## src/rtl/reg_file_pkg.sv

```systemverilog
// Shared opcodes, GPO field positions, status bit map and memory-read FSM encoding
// for the multi-channel command/status register file.
package reg_file_pkg;

  localparam logic [7:0] OP_RESET    = 8'd0;
  localparam logic [7:0] OP_EN_TX    = 8'd1;
  localparam logic [7:0] OP_EN_RX    = 8'd2;
  localparam logic [7:0] OP_PH_SEL   = 8'd3;
  localparam logic [7:0] OP_RUN_MEM  = 8'd4;
  localparam logic [7:0] OP_READ_MEM = 8'd5;
  localparam logic [7:0] OP_ADDR_MEM = 8'd6;
  localparam logic [7:0] OP_BER_S    = 8'd7;
  localparam logic [7:0] OP_BER_E    = 8'd9;
  localparam logic [7:0] OP_BER_H    = 8'd11;
  localparam logic [7:0] OP_CH_SEL   = 8'd12;
  localparam logic [7:0] OP_STATUS   = 8'd14;

  localparam int GPO_OP_MSB = 31;
  localparam int GPO_OP_LSB = 24;
  localparam int GPO_STRB   = 23;
  localparam int GPO_PL_MSB = 22;
  localparam int GPO_PL_W   = GPO_PL_MSB + 1;

  typedef struct packed {
    logic [7:0]          opcode;
    logic                strobe;
    logic [GPO_PL_W-1:0] payload;
  } gpo_t;

  localparam int ST_ENB_TX      = 0;
  localparam int ST_ENB_RX      = 1;
  localparam int ST_RUN_LOG     = 2;
  localparam int ST_READ_LOG    = 3;
  localparam int ST_MEM_FULL    = 4;
  localparam int ST_MEM_BUSY    = 5;
  localparam int ST_ERR_BAD_OP  = 6;
  localparam int ST_LOG_STOPPED = 7;
  localparam int ST_CH_SEL_LSB  = 8;

  typedef enum logic [1:0] {
    MEM_IDLE = 2'd0,
    MEM_WAIT = 2'd1,
    MEM_LOAD = 2'd2
  } mem_state_t;

endpackage

```

## src/rtl/ber_snapshot_bank.sv

```systemverilog
// Lane mux plus coherent capture of both BER counters; low word is live, high word comes from the capture.
// Capture completes in one clock; no backpressure, a capture strobe always overwrites the previous snapshot.
module ber_snapshot_bank
  import reg_file_pkg::*;
#(
  parameter int N_CH   = 2,
  parameter int NB_BER = 64
) (
  input  logic                   clk,
  input  logic                   rst_n,
  input  logic [N_CH*NB_BER-1:0] samp,
  input  logic [N_CH*NB_BER-1:0] err,
  input  logic [7:0]             lane,
  input  logic                   cap,
  input  logic                   cap_err,
  output logic [31:0]            lo_word,
  output logic [31:0]            hi_word
);

  logic [NB_BER-1:0] lane_samp;
  logic [NB_BER-1:0] lane_err;
  logic [NB_BER-1:0] samp_q;
  logic [NB_BER-1:0] err_q;
  logic              sel_err_q;
  logic [63:0]       hi_ext;

  always_comb begin
    lane_samp = samp[int'(lane) * NB_BER +: NB_BER];
    lane_err  = err[int'(lane) * NB_BER +: NB_BER];
    lo_word   = cap_err ? lane_err[31:0] : lane_samp[31:0];
  end

  // Both counters latch together so a later high read pairs with the low word just returned.
  always_ff @(posedge clk or negedge rst_n) begin
    if (!rst_n) begin
      samp_q    <= '0;
      err_q     <= '0;
      sel_err_q <= 1'b0;
    end else if (cap) begin
      samp_q    <= lane_samp;
      err_q     <= lane_err;
      sel_err_q <= cap_err;
    end
  end

  always_comb begin
    hi_ext               = '0;
    hi_ext[NB_BER-1:0]   = sel_err_q ? err_q : samp_q;
    hi_word              = hi_ext[63:32];
  end

endmodule

```

## src/rtl/reg_file_multich.sv

```systemverilog
// GPIO command decode, sticky status, soft-reset pulse, log-memory read sequencer and BER readback.
// Commands act one clock after the strobe edge is sampled; no backpressure, one execution per strobe edge.
module reg_file_multich
  import reg_file_pkg::*;
#(
  parameter int NB_ADDR_MEM = 15,
  parameter int N_CH        = 2,
  parameter int NB_PHASE    = 2,
  parameter int NB_BER      = 64,
  parameter int MEM_LAT     = 2,
  parameter int RST_CYCLES  = 4
) (
  input  logic                   clk,
  input  logic                   i_rst_n,
  input  logic [31:0]            i_gpo,
  input  logic [31:0]            i_data_log_from_mem,
  input  logic                   i_mem_full,
  input  logic [N_CH*NB_BER-1:0] i_ber_samp,
  input  logic [N_CH*NB_BER-1:0] i_ber_error,
  output logic [31:0]            o_gpi,
  output logic                   o_rst,
  output logic                   o_enbTx,
  output logic                   o_enbRx,
  output logic [NB_PHASE-1:0]    o_phase_sel,
  output logic                   o_run_log,
  output logic                   o_read_log,
  output logic [NB_ADDR_MEM-1:0] o_addr_log_to_mem
);

  localparam int         RST_W    = $clog2(RST_CYCLES + 1);
  localparam logic [2:0] LAT_INIT = (MEM_LAT == 0) ? 3'd0 : 3'(MEM_LAT - 1);

  gpo_t       gpo_q;
  logic       strb_prev;
  logic       full_q;
  logic       full_prev;
  logic       cmd_vld;
  logic       full_rise;
  logic       unused_pl;

  logic       cmd_reset;
  logic       cmd_en_tx;
  logic       cmd_en_rx;
  logic       cmd_ph_sel;
  logic       cmd_run_mem;
  logic       cmd_read_mem;
  logic       cmd_addr_mem;
  logic       cmd_ber_s;
  logic       cmd_ber_e;
  logic       cmd_ber_h;
  logic       cmd_ch_sel;
  logic       cmd_status;
  logic       bad_op;
  logic       cmd_snap;
  logic       cmd_gpi;

  logic [7:0]       ch_sel;
  logic             err_bad_op;
  logic             log_stopped;
  logic [RST_W-1:0] rst_cnt;
  logic             auto_stop;

  mem_state_t state_q;
  mem_state_t state_d;
  logic [2:0] lat_cnt_q;
  logic [2:0] lat_cnt_d;
  logic       mem_load;
  logic       mem_busy;

  logic [31:0] status_word;
  logic [31:0] ber_lo;
  logic [31:0] ber_hi;

  // Strobe and mem_full are registered first, then edge-detected against the previous sample.
  always_ff @(posedge clk or negedge i_rst_n) begin
    if (!i_rst_n) begin
      gpo_q     <= '0;
      strb_prev <= 1'b0;
      full_q    <= 1'b0;
      full_prev <= 1'b0;
    end else begin
      gpo_q.opcode  <= i_gpo[GPO_OP_MSB:GPO_OP_LSB];
      gpo_q.strobe  <= i_gpo[GPO_STRB];
      gpo_q.payload <= i_gpo[GPO_PL_MSB:0];
      strb_prev     <= gpo_q.strobe;
      full_q        <= i_mem_full;
      full_prev     <= full_q;
    end
  end

  assign cmd_vld   = gpo_q.strobe & ~strb_prev;
  assign full_rise = full_q & ~full_prev;
  assign auto_stop = full_rise & o_run_log;
  assign unused_pl = ^gpo_q.payload;

  always_comb begin
    cmd_reset    = 1'b0;
    cmd_en_tx    = 1'b0;
    cmd_en_rx    = 1'b0;
    cmd_ph_sel   = 1'b0;
    cmd_run_mem  = 1'b0;
    cmd_read_mem = 1'b0;
    cmd_addr_mem = 1'b0;
    cmd_ber_s    = 1'b0;
    cmd_ber_e    = 1'b0;
    cmd_ber_h    = 1'b0;
    cmd_ch_sel   = 1'b0;
    cmd_status   = 1'b0;
    bad_op       = 1'b0;
    if (cmd_vld) begin
      case (gpo_q.opcode)
        OP_RESET:    cmd_reset    = 1'b1;
        OP_EN_TX:    cmd_en_tx    = 1'b1;
        OP_EN_RX:    cmd_en_rx    = 1'b1;
        OP_PH_SEL:   cmd_ph_sel   = 1'b1;
        OP_RUN_MEM:  cmd_run_mem  = 1'b1;
        OP_READ_MEM: cmd_read_mem = 1'b1;
        OP_ADDR_MEM: cmd_addr_mem = 1'b1;
        OP_BER_S:    cmd_ber_s    = 1'b1;
        OP_BER_E:    cmd_ber_e    = 1'b1;
        OP_BER_H:    cmd_ber_h    = 1'b1;
        OP_STATUS:   cmd_status   = 1'b1;
        OP_CH_SEL: begin
          if (int'(gpo_q.payload[7:0]) < N_CH) cmd_ch_sel = 1'b1;
          else                                 bad_op     = 1'b1;
        end
        default:     bad_op       = 1'b1;
      endcase
    end
  end

  assign cmd_snap = cmd_ber_s | cmd_ber_e;
  assign cmd_gpi  = cmd_snap | cmd_ber_h | cmd_status;

  // Pulse-end clear is applied last so it overrides same-cycle enable writes.
  always_ff @(posedge clk or negedge i_rst_n) begin
    if (!i_rst_n) begin
      o_enbTx           <= 1'b0;
      o_enbRx           <= 1'b0;
      o_phase_sel       <= '0;
      o_run_log         <= 1'b0;
      o_read_log        <= 1'b0;
      o_addr_log_to_mem <= '0;
      ch_sel            <= '0;
      o_rst             <= 1'b0;
      rst_cnt           <= '0;
    end else begin
      if (cmd_en_tx)    o_enbTx           <= gpo_q.payload[0];
      if (cmd_en_rx)    o_enbRx           <= gpo_q.payload[0];
      if (cmd_ph_sel)   o_phase_sel       <= gpo_q.payload[NB_PHASE-1:0];
      if (cmd_read_mem) o_read_log        <= gpo_q.payload[0];
      if (cmd_addr_mem) o_addr_log_to_mem <= gpo_q.payload[NB_ADDR_MEM-1:0];
      if (cmd_ch_sel)   ch_sel            <= gpo_q.payload[7:0];
      if (cmd_run_mem && !(gpo_q.payload[0] && full_q))
        o_run_log <= gpo_q.payload[0];
      if (auto_stop)
        o_run_log <= 1'b0;

      if (cmd_reset) begin
        rst_cnt <= RST_W'(RST_CYCLES);
        o_rst   <= 1'b1;
      end else if (rst_cnt != '0) begin
        rst_cnt <= rst_cnt - 1'b1;
        if (rst_cnt == RST_W'(1)) begin
          o_rst      <= 1'b0;
          o_enbTx    <= 1'b0;
          o_enbRx    <= 1'b0;
          o_run_log  <= 1'b0;
          o_read_log <= 1'b0;
        end
      end
    end
  end

  // A status read clears the sticky flags; an event landing in the same cycle wins.
  always_ff @(posedge clk or negedge i_rst_n) begin
    if (!i_rst_n) begin
      err_bad_op  <= 1'b0;
      log_stopped <= 1'b0;
    end else begin
      if (cmd_status) begin
        err_bad_op  <= 1'b0;
        log_stopped <= 1'b0;
      end
      if (bad_op)    err_bad_op  <= 1'b1;
      if (auto_stop) log_stopped <= 1'b1;
    end
  end

  assign mem_busy = (state_q != MEM_IDLE);

  always_comb begin
    status_word                                 = '0;
    status_word[ST_ENB_TX]                      = o_enbTx;
    status_word[ST_ENB_RX]                      = o_enbRx;
    status_word[ST_RUN_LOG]                     = o_run_log;
    status_word[ST_READ_LOG]                    = o_read_log;
    status_word[ST_MEM_FULL]                    = full_q;
    status_word[ST_MEM_BUSY]                    = mem_busy;
    status_word[ST_ERR_BAD_OP]                  = err_bad_op;
    status_word[ST_LOG_STOPPED]                 = log_stopped;
    status_word[ST_CH_SEL_LSB +: 8]             = ch_sel;
  end

  ber_snapshot_bank #(
    .N_CH   (N_CH),
    .NB_BER (NB_BER)
  ) u_ber_bank (
    .clk     (clk),
    .rst_n   (i_rst_n),
    .samp    (i_ber_samp),
    .err     (i_ber_error),
    .lane    (ch_sel),
    .cap     (cmd_snap),
    .cap_err (cmd_ber_e),
    .lo_word (ber_lo),
    .hi_word (ber_hi)
  );

  always_ff @(posedge clk or negedge i_rst_n) begin
    if (!i_rst_n) begin
      state_q   <= MEM_IDLE;
      lat_cnt_q <= '0;
    end else begin
      state_q   <= state_d;
      lat_cnt_q <= lat_cnt_d;
    end
  end

  // LOAD is the cycle the read data is valid; a new address restarts, a GPI command aborts.
  always_comb begin
    state_d   = state_q;
    lat_cnt_d = lat_cnt_q;
    mem_load  = 1'b0;
    case (state_q)
      MEM_WAIT: begin
        if (lat_cnt_q == 3'd0) state_d   = MEM_LOAD;
        else                   lat_cnt_d = lat_cnt_q - 3'd1;
      end
      MEM_LOAD: begin
        mem_load = 1'b1;
        state_d  = MEM_IDLE;
      end
      default: state_d = MEM_IDLE;
    endcase
    if (cmd_addr_mem) begin
      state_d   = (MEM_LAT == 0) ? MEM_LOAD : MEM_WAIT;
      lat_cnt_d = LAT_INIT;
      mem_load  = 1'b0;
    end else if (cmd_gpi) begin
      state_d   = MEM_IDLE;
      lat_cnt_d = '0;
      mem_load  = 1'b0;
    end
  end

  always_ff @(posedge clk or negedge i_rst_n) begin
    if (!i_rst_n)        o_gpi <= '0;
    else if (cmd_snap)   o_gpi <= ber_lo;
    else if (cmd_ber_h)  o_gpi <= ber_hi;
    else if (cmd_status) o_gpi <= status_word;
    else if (mem_load)   o_gpi <= i_data_log_from_mem;
  end

endmodule

```

## config.mk

```make
export PLATFORM = sky130hd
export DESIGN_NAME = reg_file_multich
export DESIGN_NICKNAME = d
export VERILOG_FILES = /design/src/rtl/reg_file_pkg.sv /design/src/rtl/ber_snapshot_bank.sv /design/src/rtl/reg_file_multich.sv
export SDC_FILE = /design/constraint.sdc
export NUM_CORES = 1
export LEC_CHECK = 0
export CORE_AREA = 2 2 147 149
export DETAILED_ROUTE_END_ITERATION = 10
export DIE_AREA = 0 0 149 151
export DONT_BUFFER_PORTS = 1
export PLACE_DENSITY_LB_ADDON = 0.08
export SKIP_LAST_GASP = 1
export SYNTH_ARGS = -nofsm -noshare
export SYNTH_HDL_FRONTEND = slang
export SYNTH_HIERARCHICAL = 1
export SYNTH_SLANG_ARGS = --single-unit
```

## constraint.sdc

```tcl
create_clock -name clk -period 5.5 [get_ports clk]
set_clock_uncertainty 0.1 [all_clocks]
set_input_delay 1.1 -clock clk [delete_from_list [all_inputs] [get_ports clk]]
set_output_delay 1.1 -clock clk [all_outputs]
set_load 0.05 [all_outputs]
```

## After elaboration in Yosys (flattened, before gate mapping)

Cells that the tools add are included.

- Output and inout port bits: 54
- Flip-flop bits (word level): 228
- Word-level logic and storage cells: 138
- Input port bits: 323

- Bitwise operators: 8
- Mux-type cells: 70
- Order comparisons: 1
- Add/subtract/negate cells: 2
- Reduce and logical (&&, ||, !) cells: 16
- Equality and inequality tests: 16
- Shift-type cells: 2

Operators by type and width:

| operator | count |
|---|---|
| indexed part select 128 x 15 -> 64 bit | 2 |
| two-way mux 32 bit | 5 |
| two-way mux 64 bit | 1 |
| two-way mux 1 bit | 53 |
| equality test 8 x 3 -> 1 bit (second input constant) | 4 |
| equality test 8 x 4 -> 1 bit (second input constant) | 4 |
| two-way mux 3 bit | 6 |
| equality test 8 x 2 -> 1 bit (second input constant) | 2 |
| OR reduction 11 bit | 1 |
| nonzero test 2 bit | 5 |
| equality test 8 x 1 -> 1 bit (second input constant) | 1 |
| zero test 8 bit | 1 |
| < comparator 8 x 2 -> 1 bit (second input constant) | 1 |
| two-way mux 2 bit | 4 |
| nonzero test 3 bit | 2 |
| subtractor 3 x 1 -> 3 bit (second input constant) | 2 |
| != test 4 bit (second input constant) | 1 |
| AND reduction 2 bit | 2 |
| nonzero test 4 bit | 1 |
| bitwise AND 1 bit | 3 |
| equality test 3 x 1 -> 1 bit (second input constant) | 1 |
| zero test 3 bit | 1 |
| != test 3 bit (second input constant) | 1 |
| OR 1 bit | 3 |
| 6 further kinds | 8 |

## Depth between registers and ports, before layout

- Word-level depth: 12
- Mapped depth: 15

## Modules after synthesis

Netlist, hierarchy kept.

Modules (own cells, without submodules):

| module | sequential area each (sq um) | times used | cells an instance | area each (sq um) |
|---|---|---|---|---|
| reg_file_multich | 2477.4 | 1 | 520 | 4996.0 |
| ber_snapshot_bank | 1626.6 | 1 | 464 | 4325.4 |

## Worst setup path after synthesis

OpenSTA, ideal clock, no wires.

- Path type: flip-flop to flip-flop
- Start: register gpo_q[29] (netlist bit)
- End: register o_gpi[19]
- Library setup time: 0.125 ns
- Clock period less this slack: 3.261 ns
- Path slack: 2.239 ns
- Stages on the path, launching flop included: 16
- Path buffers: 4
- Data arrival time: 3.036 ns
- Path through: dfrtp_1 -> or4_1 -> buf_4 -> nor2_2 -> clkbuf_1 -> nand2_1 -> nor2_1 -> buf_4 -> buf_2 -> mux2i_1 -> o22ai_1 -> nand2b_1 -> mux2i_1 -> o21ai_0 -> a31oi_1 -> a2bb2oi_1

RTL lines:

| element | line | RTL |
|---|---|---|
| start: declaration | reg_file_multich.sv:33 | `gpo_t gpo_q;` |
| equality test 8 x 4 -> 1 bit | reg_file_multich.sv:111 | `case (gpo_q.opcode)` |
| two-way mux 1 bit | reg_file_multich.sv:111 |  |
| two-way mux 1 bit | reg_file_multich.sv:110 | `if (cmd_vld) begin` |
| net cmd_ber_e | reg_file_multich.sv:49 | `logic cmd_ber_e;` |
| two-way mux 32 bit | ber_snapshot_bank.sv:30 | `lo_word = cap_err ? lane_err[31:0] : lane_samp[31:0];` |
| net ber_lo[19] | reg_file_multich.sv:71 | `logic [31:0] ber_lo;` |
| two-way mux 32 bit | reg_file_multich.sv:259 | `else if (cmd_snap) o_gpi <= ber_lo;` |
| end signal: assignment | reg_file_multich.sv:259 |  |
| end signal: assignment | reg_file_multich.sv:260 | `else if (cmd_ber_h) o_gpi <= ber_hi;` |
| end signal: assignment | reg_file_multich.sv:261 | `else if (cmd_status) o_gpi <= status_word;` |
| end: declaration | reg_file_multich.sv:20 | `output logic [31:0] o_gpi,` |

The timed path passes the listed nets, and every way through them passes these cells.
A chain may end at the register's enable or synchronous reset.

## Worst setup path after layout

- Start: register gpo_q[29] (netlist bit)
- End: register o_gpi[22]

The elaborated chain is that of the path after synthesis.

==> impl_metrics.toml <==
[status]
status = "finished clean"

[routing]
post-route-drc-count = 0
ant_nets = 0
wl_um = 27400
dr.first_iter.drc_count = 412
first_pass_iters = 4
viasPerCell = 5.94
via_count = 7203
wl_per_cell_um = 22.6

[timing]
worst_slack_ns = 1.48
max_clock_freq_mhz = 249
final-max-slew-violation-count = 0
timing_hold_violations_final = 0
post-route-period-util_pct = 73.1
setup_viol_count_final = 0
tns_ns = 0
relSlewSlack_pct = 21.7
rsz0062_at_grt = "false"
worst_slew_pin_slew_ns = 1.17
fin_crit_ns = 4.02
fin_hold_ws_ns = 0.262

[critical_path]
regToRegEndpoint = "o_gpi[22]"
cp.arrival_ns = 4.22
crit_chain = "or4_1 > nor2_2 > nand2_1 > nor2_4 > buf_4 > mux2i_1 > o22ai_1 > nand2b_1 > mux2i_1 > o21ai_0 > a31oi_1 > a2bb2oi_1"
cp-end-kind = "flip-flop"
cp-start-kind = "flip-flop"
crit_family = "simple AND/OR/NAND/NOR gates"
critPathKind = "reg -> reg"
path_max_fanout = 25
crit_buf_inv = 1
r2r_slack_ns = 1.48
crit_top_cell = "mux2i_1"
cp_slowest_stage_delay_ns = 0.76
critPathSlowestCell = "or4_1"
r2r_start = "gpo_q[29]"
r2r_cells = 12
critPathRequiredTime_ns = 5.70

[final_layout]
finalNetCount = 1253
multi_input_area_sq_um = 4500
layout_common_cells = "dfrtp_1, mux2i_1, nand2_1"
drive_gt1_share_pct = 8.00
area_growth_pct = 5.79
stdcell_count = 1213
seq_area_sq_um = 4110
postLayoutCellArea_sq_um = 9860
final_common_cell = "dfrtp_1"
fill_cells = 1998
utilization_pct = 47.4
diodes = 0

[power_and_ir_drop]
power.density_nw_per_um2 = 305
p_total_mw = 3.01
power.leakage_nw = 4.12
vdd_drop_max_mv = 0.181

[place]
dpl.cell_count = 1181
gp_congestion = 0.916
dp_slack_ns = 1.55
postPlaceCellArea_sq_um = 9280
hpwl_um = 19900
portBuffers = 0

[die]
start_util_pct = 44.8
fp.dieArea_sq_um = 22500
die_h_um = 151
die-width_um = 149
pin_count = 377
num_rows = 53
core_sq_um = 20800

[global_routing]
grt_max_degree = 165
first_global_vias = 7056
grt_use_total_pct = 23.8
grt_overflow_total = 0
antenna_found_initial = 0
grt_first_pass_wirelength_um = 40700

[synth]
async_reset_ff_share_pct = 100
synth_warnings = 6
synth_edf_count = 0
synth_area_sq_um = 9320
postSynthCellCount = 984
synth_cell_types = 51
ys_seq_area_share_pct = 44.0
syn-num-nets = 1312
avgSynthCellArea_sq_um = 9.47
synth-seq-cells = 164
synth_ff_type = "dfrtp_1"

[clocking]
cts_resized = 0
clk_latency_ns = 0.43
postCtsSetupRepairBufs = 0
cts-root-buf = "clkbuf_16"
clk_pin_slew_ns = 0.07
clockBufferDepth = 2
cts.sinks = 164
postCtsHoldBufs = 0
h-tree-depth = 4
cts_tree = "yes"
cts_buffers = 17

[flow_run]
cap_violations = 0

[hold_path]
hold_class = "in -> async"
==> layer usage <==
metal | track usage, % | vias to the layer above | part of all wire [%]
li1 | - | 3410 | -
met1 | 33.2 | 3446 | 45
met2 | 38.3 | 324 | 47
met3 | 4.58 | 23 | 6.8
met4 | 5.81 | 0 | 1.3
met5 | 0 | - | 0
==> area by class of cell <==
| cell class | count | share of cell area, % |
|---|---|---|
| clock buffers | 17 | 4.31 |
| well taps | 275 | 3.49 |
| inverters | 70 | 2.66 |
| repair buffers | 9 | 0.685 |
| flip-flops and latches | 164 | 41.7 |
| clock inverters | 15 | 1.57 |
| multi-input cells | 663 | 45.6 |
==> how the worst max path moves through the flow <==
stage	from	endpoint	slack (ns)	cells past startpoint
after floorplan	gpo_q[29]	o_gpi[19]	2.24	15
after global placement	gpo_q[29]	o_gpi[22]	1.70	12
after detailed placement	gpo_q[29]	o_gpi[22]	1.55	12
after CTS	gpo_q[29]	o_gpi[22]	1.51	12
after global routing	gpo_q[29]	o_gpi[23]	1.20	12
final	gpo_q[29]	o_gpi[22]	1.48	12
==> sequential cells by signal, summed over array words and instances (netlist names), 2 cells and up <==
| name | count |
|---|---|
| o_gpi | 32 |
| u_ber_bank/err_q | 32 |
| u_ber_bank/samp_q | 32 |
| gpo_q | 24 |
| o_addr_log_to_mem | 15 |
| ch_sel | 8 |
| lat_cnt_q | 3 |
| rst_cnt | 3 |
| o_phase_sel | 2 |
| state_q | 2 |
==> power by group <==
| part | total [mW] | leakage (nW) | internal (mW) | switching, mW |
|---|---|---|---|---|
| clock | 1.17 | 0.279 | 0.605 | 0.563 |
| combinational | 0.308 | 2.05 | 0.134 | 0.173 |
| sequential | 1.53 | 1.79 | 1.31 | 0.228 |
| total | 3.01 | 4.12 | 2.05 | 0.964 |
==> logic make-up (layout without fill, tap and decap cells) <==
| family | count (synthesis) | count (layout) | synth area share (%) |
|---|---|---|---|
| AO/OA/AOI/OAI | 314 | 314 | 22.1 |
| XOR/XNOR | 5 | 5 | 0.470 |
| adder cells (fa/ha/maj) | 5 | 5 | 0.671 |
| buffers and inverters | 157 | 111 | 7.85 |
| flip-flops | 164 | 164 | 44.0 |
| multiplexers | 139 | 139 | 15.0 |
| AND/OR/NAND/NOR | 200 | 200 | 9.87 |
==> cell usage after synthesis, types with 2 or more instances <==
master       n  area [sq um]
a2bb2oi_1    4          35.0
and2_1       3          18.8
ha_1         5          62.6
a22oi_1     12          90.1
o22ai_1     97           607
or3_1        2          12.5
inv_1       70           263
a21o_1      15           113
nand3_1      6          30.0
a22o_1      14           123
dfrtp_1    164          4100
mux2i_1    135          1350
buf_2       21           105
nor4_1       2          12.5
xnor2_1      4          35.0
o21ai_0     45           225
or3b_1       2          17.5
a31oi_1      8          50.1
o211ai_1     4          30.0
buf_6       13           146
nand2_1    132           495
nor2_2       2          12.5
o21ai_1     25           125
mux2_2       4          45.0
nor2_1      15          56.3
buf_4        5          37.5
o31ai_2     15           188
a211oi_1    33           248
and3_1       2          12.5
nand2b_1    12          75.1
nor3_1       2          10.0
buf_1        4          15.0
clkbuf_1    44           165
a21oi_1     37           185
nor2b_1     10          62.6
Note: power is estimated with default switching activity, not from simulation.
